[config.mk]
export PLATFORM = sky130hd
export DESIGN_NAME = core_sequencer
export DESIGN_NICKNAME = d
export VERILOG_FILES = /design/src/rtl/core_sequencer.sv
export SDC_FILE = /design/constraint.sdc
export NUM_CORES = 1
export LEC_CHECK = 0
export ABC_CLOCK_PERIOD_IN_PS = 2700
export CORE_MARGIN = 2
export CORE_UTILIZATION = 43
export DETAILED_ROUTE_END_ITERATION = 10
export PLACE_DENSITY_LB_ADDON = 0.08
export SYNTH_ARGS = -nofsm -noshare
export SYNTH_HDL_FRONTEND = slang
export SYNTH_SLANG_ARGS = --single-unit
export TNS_END_PERCENT = 1
[constraint.sdc]
create_clock -name clk -period 2.7 [get_ports clk]
set_input_delay 0.54 -clock clk [delete_from_list [all_inputs] [get_ports clk]]
set_output_delay 0.54 -clock clk [all_outputs]
set_load 0.02 [all_outputs]
[src/rtl/core_sequencer.sv]
// core_sequencer: multi-cycle FETCH/DECODE/EXEC/MEM/WB control FSM that owns the PC.
// Define CORE_PERF_CNT_EN to add the cycle_cnt / retire_cnt performance counters.
module core_sequencer #(
  parameter int unsigned         LEN_WORD = 32,
  parameter logic [LEN_WORD-1:0] RESET_PC = '0
) (
  input  logic                clk,
  input  logic                rst,
  output logic [LEN_WORD-1:0] pc,
  output logic                imem_req,
  input  logic                imem_valid,
  output logic                inst_we,
  input  logic                dec_alu,
  input  logic                dec_mem,
  input  logic                dec_mem_store,
  input  logic                dec_jump,
  input  logic                dec_branch,
  input  logic                dec_subst,
  input  logic                br_taken,
  input  logic [LEN_WORD-1:0] jump_target,
  input  logic [LEN_WORD-1:0] branch_target,
  output logic                dmem_req,
  output logic                dmem_we,
  input  logic                dmem_done,
  output logic                rf_we,
  output logic                halted,
  output logic [2:0]          state
`ifdef CORE_PERF_CNT_EN
  ,
  output logic [63:0]         cycle_cnt,
  output logic [63:0]         retire_cnt
`endif
);

  typedef enum logic [2:0] {
    S_FETCH  = 3'd0,
    S_DECODE = 3'd1,
    S_EXEC   = 3'd2,
    S_MEM    = 3'd3,
    S_WB     = 3'd4,
    S_HALT   = 3'd7
  } state_t;

  state_t              state_q;
  state_t              state_d;
  logic [LEN_WORD-1:0] pc_q;
  logic                any_class;
  logic                wb_writes_rf;

  assign any_class    = dec_alu | dec_mem | dec_jump | dec_branch | dec_subst;
  assign wb_writes_rf = dec_alu | dec_subst | dec_jump | (dec_mem & ~dec_mem_store);

  always_ff @(posedge clk) begin
    if (rst) begin
      state_q <= S_FETCH;
    end else begin
      state_q <= state_d;
    end
  end

  // Encodings 5/6 fall into the default arm and are trapped in HALT.
  always_comb begin
    state_d = state_q;
    case (state_q)
      S_FETCH:  if (imem_valid) state_d = S_DECODE;
      S_DECODE: state_d = any_class ? S_EXEC : S_HALT;
      S_EXEC:   state_d = dec_mem ? S_MEM : S_WB;
      S_MEM:    if (dmem_done) state_d = S_WB;
      S_WB:     state_d = S_FETCH;
      S_HALT:   state_d = S_HALT;
      default:  state_d = S_HALT;
    endcase
  end

  always_comb begin
    imem_req = 1'b0;
    inst_we  = 1'b0;
    dmem_req = 1'b0;
    dmem_we  = 1'b0;
    rf_we    = 1'b0;
    halted   = 1'b0;
    case (state_q)
      S_FETCH: begin
        imem_req = 1'b1;
        inst_we  = imem_valid;
      end
      S_MEM: begin
        dmem_req = 1'b1;
        dmem_we  = dec_mem_store;
      end
      S_WB:    rf_we  = wb_writes_rf;
      S_HALT:  halted = 1'b1;
      default: ;
    endcase
  end

  // Jump wins over a taken branch when both class flags are raised.
  always_ff @(posedge clk) begin
    if (rst) begin
      pc_q <= RESET_PC;
    end else if (state_q == S_WB) begin
      if (dec_jump) begin
        pc_q <= jump_target;
      end else if (dec_branch && br_taken) begin
        pc_q <= branch_target;
      end else begin
        pc_q <= pc_q + LEN_WORD'(4);
      end
    end
  end

  assign pc    = pc_q;
  assign state = state_q;

`ifdef CORE_PERF_CNT_EN
  logic [63:0] cycle_q;
  logic [63:0] retire_q;

  always_ff @(posedge clk) begin
    if (rst) begin
      cycle_q  <= '0;
      retire_q <= '0;
    end else begin
      if (state_q != S_HALT) cycle_q  <= cycle_q + 64'd1;
      if (state_q == S_WB)   retire_q <= retire_q + 64'd1;
    end
  end

  assign cycle_cnt  = cycle_q;
  assign retire_cnt = retire_q;
`endif

endmodule

## Yosys cells after proc, flatten, opt, wreduce, memory -nomap -nowiden

Index checks and enable logic that the tools add are counted.

| word-level totals | value |
|---|---|
| bits in registers | 35 |
| input bits | 75 |
| output and inout port bits | 41 |
| logic and storage cells | 35 |

| operators by class | value |
|---|---|
| add/subtract/negate cells | 1 |
| equal/unequal tests | 7 |
| muxes and demuxes | 13 |
| bitwise operators | 9 |
| reduce and logical (&&, ||, !) cells | 3 |

Operators by type and width:

| operator | count |
|---|---|
| 32-bit two-way mux | 2 |
| 32-bit by 3-bit adder with 32-bit output, second input constant | 1 |
| 3-bit case mux with 5 select lines | 1 |
| 3-bit two-way mux | 4 |
| 1-bit OR | 7 |
| 3-bit by 2-bit equality test with 1-bit output, second input constant | 2 |
| 3-bit equality test, second input constant | 2 |
| 1-bit two-way mux | 6 |
| 2-bit != test, second input constant | 2 |
| 3-bit by 1-bit equality test with 1-bit output, second input constant | 1 |
| 3-bit zero test | 1 |
| 2-bit AND reduction | 1 |
| 1-bit AND | 1 |
| 1-bit logical AND | 1 |
| 1-bit inverter | 1 |

## Depth between registers and ports, before layout

| logic depth | value |
|---|---|
| depth after elaboration | 6 |
| gate-level depth with buffers | 8 |
| mapped depth without buffers | 6 |

## Worst setup path before layout

OpenSTA, ideal clock, no wires.

| timing path | value |
|---|---|
| path type | register to output |
| from | register state_q[0] (netlist: state[0]) |
| to | output rf_we |
| data arrival time | 1614 ps |
| data required time | 2160 ps |
| path slack | 546 ps |
| stages on the path, launching flop included | 7 |
| buffers on the path | 3 |
| cells stage by stage | dfxtp_1 clkbuf_1 nor2_1 nand2_1 buf_2 buf_2 a21oi_1 |

| on the way | value |
|---|---|
| longest elaborated chain between the ends | 2 |

RTL lines:

| element | RTL line | RTL |
|---|---|---|
| start, declared | 44 | `state_t state_q;` |
| start signal, assigned | 57 | `state_q <= state_d;` |
| 3-bit equality test | 82 | `case (state_q)` |
| 1-bit two-way mux | 82 |  |
| end, declared | 25 | `output logic rf_we,` |

No other way between the ends.

## Final worst setup path

| timing path | value |
|---|---|
| from | input dec_mem |
| to | output rf_we |

| on the way | value |
|---|---|
| longest elaborated chain between the ends | 3 |

RTL lines:

| element | RTL line | RTL |
|---|---|---|
| start, declared | 14 | `input logic dec_mem,` |
| 1-bit AND | 51 | `assign wb_writes_rf = dec_alu \| dec_subst \| dec_jump \| (dec_mem & ~dec_mem_store);` |
| 1-bit OR | 51 |  |
| 1-bit two-way mux | 82 |  |

No other way between the ends.

==> results.toml <==
[floorplanning]
dieArea_um2 = 6790
initial_utilization_pct = 44.7
core-area_um2 = 5920
die_x_um = 82.4
num_io_pins = 116
rows = 28
die_h_um = 82.4

[route]
via_per_inst = 5.90
avgRoutedWirePerCell_um = 16.2
drc = 0
drt_wl_total_um = 8950
ant_nets = 0
num_vias = 3258
first_pass_iters = 6
first_iter_violations = 203

[cts]
clk_pin_slew_worst_paths_ps = 80
numCtsBuffers = 5
clk_latency_ps = 290
postCtsSetupBuffers = 0
cts_tree = "yes"
cts_max_path_buffers = 2
cts_hold_buf = 0
cts.repair.resized = 0
h-tree-depth = 2
cts_root_buf = "clkbuf_8"
cts.sinks = 35

[critical_path]
r2r-start = "pc[2]"
cp.required_ps = 2160
cp-end-kind = "output port"
start_kind = "input port"
crit_path_max_fanout = 5
path_class = "input port to output port"
arrival_ps = 1910
r2r_setup_slack_ps = 520
startpoint = "dec_mem"

[sta]
clock.fmax_mhz = 409
fin_worst_skew_ps = 5.29
post-route-period-util_pct = 90.6
period_minus_slack_ps = 2450
whs_ps = 505
slew_violations = 0
fin_setup_tns_ps = 0
tightest_slew_ps = 700
rsz0062_at_grt = "no"
hold_viol_final = 0
slew_headroom_pct = 52.9
setup_viol = 0

[placed_design]
port_buffers = 115
placed_area_um2 = 3840
place_congestion = 0.923
place_hpwl_um = 6480

[synthesis]
synth_edf_count = 0
syn_avg_cell_area_um2 = 7.09
seq_area_frac_synth_pct = 26.5
syn_area_um2 = 2640
postSynthCellCount = 373
synth_cell_type_count = 59
async_flop_share_pct = 0
synth_warnings = 0
syn_nets = 449
synthFlopType = "dfxtp_1"
synth_seq_cells = 35

[pwr]
power_density_nw_per_um2 = 333
ir_drop_mv = 0.200
power_leakage_nw = 1.36

[run]
max_cap_viol_count = 0

[global_route]
grtUsageTotal_pct = 26.7
gr-total-overflow = 0
grt_pass1_wl_um = 14000
grt_pass1_vias = 2935
antenna_found_initial = 0
grt_max_degree = 41

[finish]
syn_to_final_growth_pct = 49.1
diodes = 0
final_cell_area_um2 = 3940
drive_above_1_share_pct = 6.50
final_net_count = 552

[worst_hold_path]
hold_class = "flop to flop"
holdCritStartpoint = "pc[0]"

[run_status]
status = "completed"
[final timing paths]
path / end / depth (start not counted)
min: pc[0] / 2
max reg2reg: pc[18] / 6
max: rf_we / 4
min reg2reg: pc[0] / 2
[layer usage]
metal  wire [µm]  track usage (%)  vias up
met2        4350             46.5      136
met4          95             5.83        0
met1        3920             34.4     1508
li1            -                -     1600
met5           0                0        -
met3         588             4.78       14
[sequential cells by signal (all words and copies together), names as in the netlist]
register,count
state,3
pc,32
[stage by stage]
stage	std cells	power [mW]	util, %	setup slack, ps
finish	552	1.31	66.6	253
CTS	552	1.31	66.6	249
global route	552	1.36	66.6	163
global placement	544	0.885	64.9	265
detailed placement	544	0.889	64.9	260
floorplan	373	0.705	-	546
[logic make-up after synthesis]
logic type	synth area share [%]
xor+xnor	2.32
buf+inv	5.44
simple gates	33.8
compound gates	29.9
flops	26.5
fa+ha+maj	0.473
mux	1.51
[critical path, stage by stage]
cell	delay, ps
clkdlybuf4s50_1	530
nand2b_1	70
a21oi_1	150
clkdlybuf4s50_1	620
[synth_stat cells (all sizes together), types with 3 or more instances]
cell type,number,area (µm²)
nand2b,4,25.0
a211oi,15,113
buf,7,38.8
nor4,10,90.1
or3,5,36.3
o21ai,26,130
xor2,4,35.0
mux2i,4,40.0
a311oi,5,43.8
o211ai,5,37.5
inv,5,18.8
nand4,9,77.6
nand3,9,55.1
o32ai,3,26.3
dfxtp,35,701
clkbuf,23,86.3
nand2,33,124
nor3,24,131
and2,7,43.8
a21oi,31,155
a21o,4,30.0
xnor2,3,26.3
o22ai,3,18.8
and3,11,68.8
nor2,51,191
a31oi,7,43.8
[power breakdown]
part	switching (mW)	internal, mW	leakage [nW]
logic	0.147	0.180	1.03
registers	0.0236	0.528	0.283
clock network	0.200	0.233	0.0515
total	0.371	0.941	1.36
[final cells by class]
type	instances	area, µm²
multi-input cells	303	1800
flip-flops and latches	35	701
clock buffers	8	100
well taps	75	93.8
inverters	5	18.8
fillers	551	1980
repair buffers	126	1230
[cell usage in the layout (no fill, tap or decap), types with 2 or more instances in the layout]
master | Yosys | routed
nand4_1 | 7 | 7
or3_1 | 4 | 4
a311oi_1 | 5 | 5
nor4_1 | 7 | 7
and2_1 | 7 | 7
nor3_1 | 23 | 23
a2bb2oi_1 | 2 | 2
o32ai_1 | 3 | 3
a21o_1 | 4 | 4
o21ai_0 | 26 | 26
o31ai_1 | 2 | 2
mux2i_1 | 4 | 4
o211ai_1 | 5 | 5
xor2_1 | 4 | 4
clkbuf_8 | 0 | 7
o22ai_1 | 3 | 3
clkdlybuf4s50_1 | 0 | 114
xnor2_1 | 3 | 3
a211o_1 | 2 | 2
dfxtp_1 | 35 | 35
a2111oi_0 | 2 | 2
nand2b_1 | 4 | 4
inv_1 | 5 | 5
buf_4 | 0 | 11
a31oi_1 | 7 | 7
a311o_1 | 2 | 2
or2_2 | 2 | 2
nor2_1 | 51 | 51
nor4_2 | 2 | 2
nand2_1 | 33 | 33
nand3_1 | 7 | 7
and3_1 | 11 | 11
nand3_2 | 2 | 2
a21oi_1 | 31 | 31
a211oi_1 | 15 | 15
Power figures use the tool's default switching activity.
==> patch: new RTL, same flow settings <==
Put a register stage on the output `rf_we`, without a reset. The value now appears one clock later. The other outputs are not delayed to match.
--- a/src/rtl/core_sequencer.sv
+++ b/src/rtl/core_sequencer.sv
@@ -41,6 +41,8 @@
     S_HALT   = 3'd7
   } state_t;
 
+  logic rf_we_d;
+
   state_t              state_q;
   state_t              state_d;
   logic [LEN_WORD-1:0] pc_q;
@@ -77,7 +79,7 @@
     inst_we  = 1'b0;
     dmem_req = 1'b0;
     dmem_we  = 1'b0;
-    rf_we    = 1'b0;
+    rf_we_d  = 1'b0;
     halted   = 1'b0;
     case (state_q)
       S_FETCH: begin
@@ -88,7 +90,7 @@
         dmem_req = 1'b1;
         dmem_we  = dec_mem_store;
       end
-      S_WB:    rf_we  = wb_writes_rf;
+      S_WB:    rf_we_d = wb_writes_rf;
       S_HALT:  halted = 1'b1;
       default: ;
     endcase
@@ -130,5 +132,9 @@
   assign retire_cnt = retire_q;
 `endif
 
+  always_ff @(posedge clk) begin
+    rf_we <= rf_we_d;
+  end
+
 endmodule
 
Formal check against the unedited RTL: not equivalent (Yosys sat finds a counterexample within 4 cycles, from zero or initial values and one cycle with rst high).
==> patch against the original RTL <==
Power up 3.7%. Count of clock-buffer cells in the layout is 2 lower. Synthesized cell count increased by 1.6%. Critical path depth down 1. Wire length decreased by 0.18%. Cell area is 0.89% higher. Sequential cell count is 1 higher. Sequential share of layout area is 0.35 points higher. Setup slack improved by 0.036 ns. Synthesized area fell by 0.52%. Critical path type is now reg -> out. Highest routed layer unchanged.
==> patch: results <==
{
  "finalWorstSetupSlack_ns": 0.288,
  "netlist_instances": 379,
  "p_clk_frac": 0.356,
  "cp.arrival_ns": 1.87,
  "clock_power_mw": 0.485,
  "synth_ff_type": "dfxtp_1",
  "critPathMaxFanout": 13,
  "fillers": 541,
  "post_cts_buffers": 0,
  "status": "finished clean",
  "drtPass1Iterations": 5,
  "yosys-top-cells-area": "dfxtp_1 (27%), nor2_1 (8.0%), a21oi_1 (7.2%)",
  "drt_iter0_drc": 318,
  "power.leakage_nw": 1.31,
  "r2r-end": "pc[29]",
  "vdd_drop_max_v": 0.000210,
  "timing.reg2reg.setup_slack_ns": 0.47,
  "grt.total_usage": 0.263,
  "rr_worst_depth": 5,
  "grt_start_max_net_pins": 38,
  "grt_pass1_vias": 3007,
  "relSlewSlack": 0.642,
  "post-place-cells": 553,
  "synth_common_cells": "nor2_1 (56), nand2_1 (39), a21oi_1 (38), dfxtp_1 (36), clkbuf_1 (24)",
  "drive_gt1_frac": 0.0700,
  "post-place-ws_ns": 0.203,
  "synth_compound_area_frac": 0.293,
  "fin_skew_ns": 0.00672,
  "drt-total-wl_um": 8940,
  "vias_per_cell": 5.88,
  "synth_xor_xnor_area_share": 0.0266,
  "antenna_found_initial": 0,
  "place_area_sq_mm": 0.00387,
  "synth_fa_ha_area_frac": 0.00476,
  "syn-num-nets": 455,
  "async_flop_share": 0,
  "worstReg2RegStart": "pc[10]",
  "hpwlAfterDp_um": 6410,
  "netSwitchingFraction": 0.273,
  "io_buffers": 115,
  "yosysSeqAreaShare": 0.274,
  "yosysUniqueCellTypes": 53,
  "final_cells": 561,
  "startpoint": "state[0]",
  "endpoint": "inst_we",
  "synth_mux_area_frac": 0.0114,
  "seq_power_mw": 0.562,
  "cts_resized": 0,
  "grt_pass1_wl_um": 13900,
  "gp_congestion": 0.918
}
## patch: worst max-delay path: stages, from the launching register on
cell	delay (ns)
dfxtp_1	0.43
nor3_1	0.37
and2_1	0.18
clkdlybuf4s50_1	0.60
## patch: how the worst min path moves through the flow
stage,start,endpoint,slack (ns),depth (start not counted)
floorplan,pc[0],pc[0],0.57,2
global route,pc[0],pc[0],0.55,2
CTS,pc[0],pc[0],0.52,2
finish,pc[0],pc[0],0.52,2
detailed placement,pc[0],pc[0],0.50,2
global placement,pc[0],pc[0],0.50,2
## patch: layout make-up
type,instances,area (sq um),share of cell area
inverter,3,11.3,0.00283
sequential,36,721,0.181
clock inverter,2,35.0,0.00881
multi-input combinational,311,1790,0.449
tap,75,93.8,0.0236
timing repair buffer,128,1260,0.316
clock buffer,6,72.6,0.0183
## patch: layer usage
| layer | wire [um] | track usage |
|---|---|---|
| met1 | 3900 | 0.331 |
| met2 | 4100 | 0.443 |
| met3 | 775 | 0.0620 |
| met4 | 160 | 0.0817 |
| met5 | 0 | 0 |
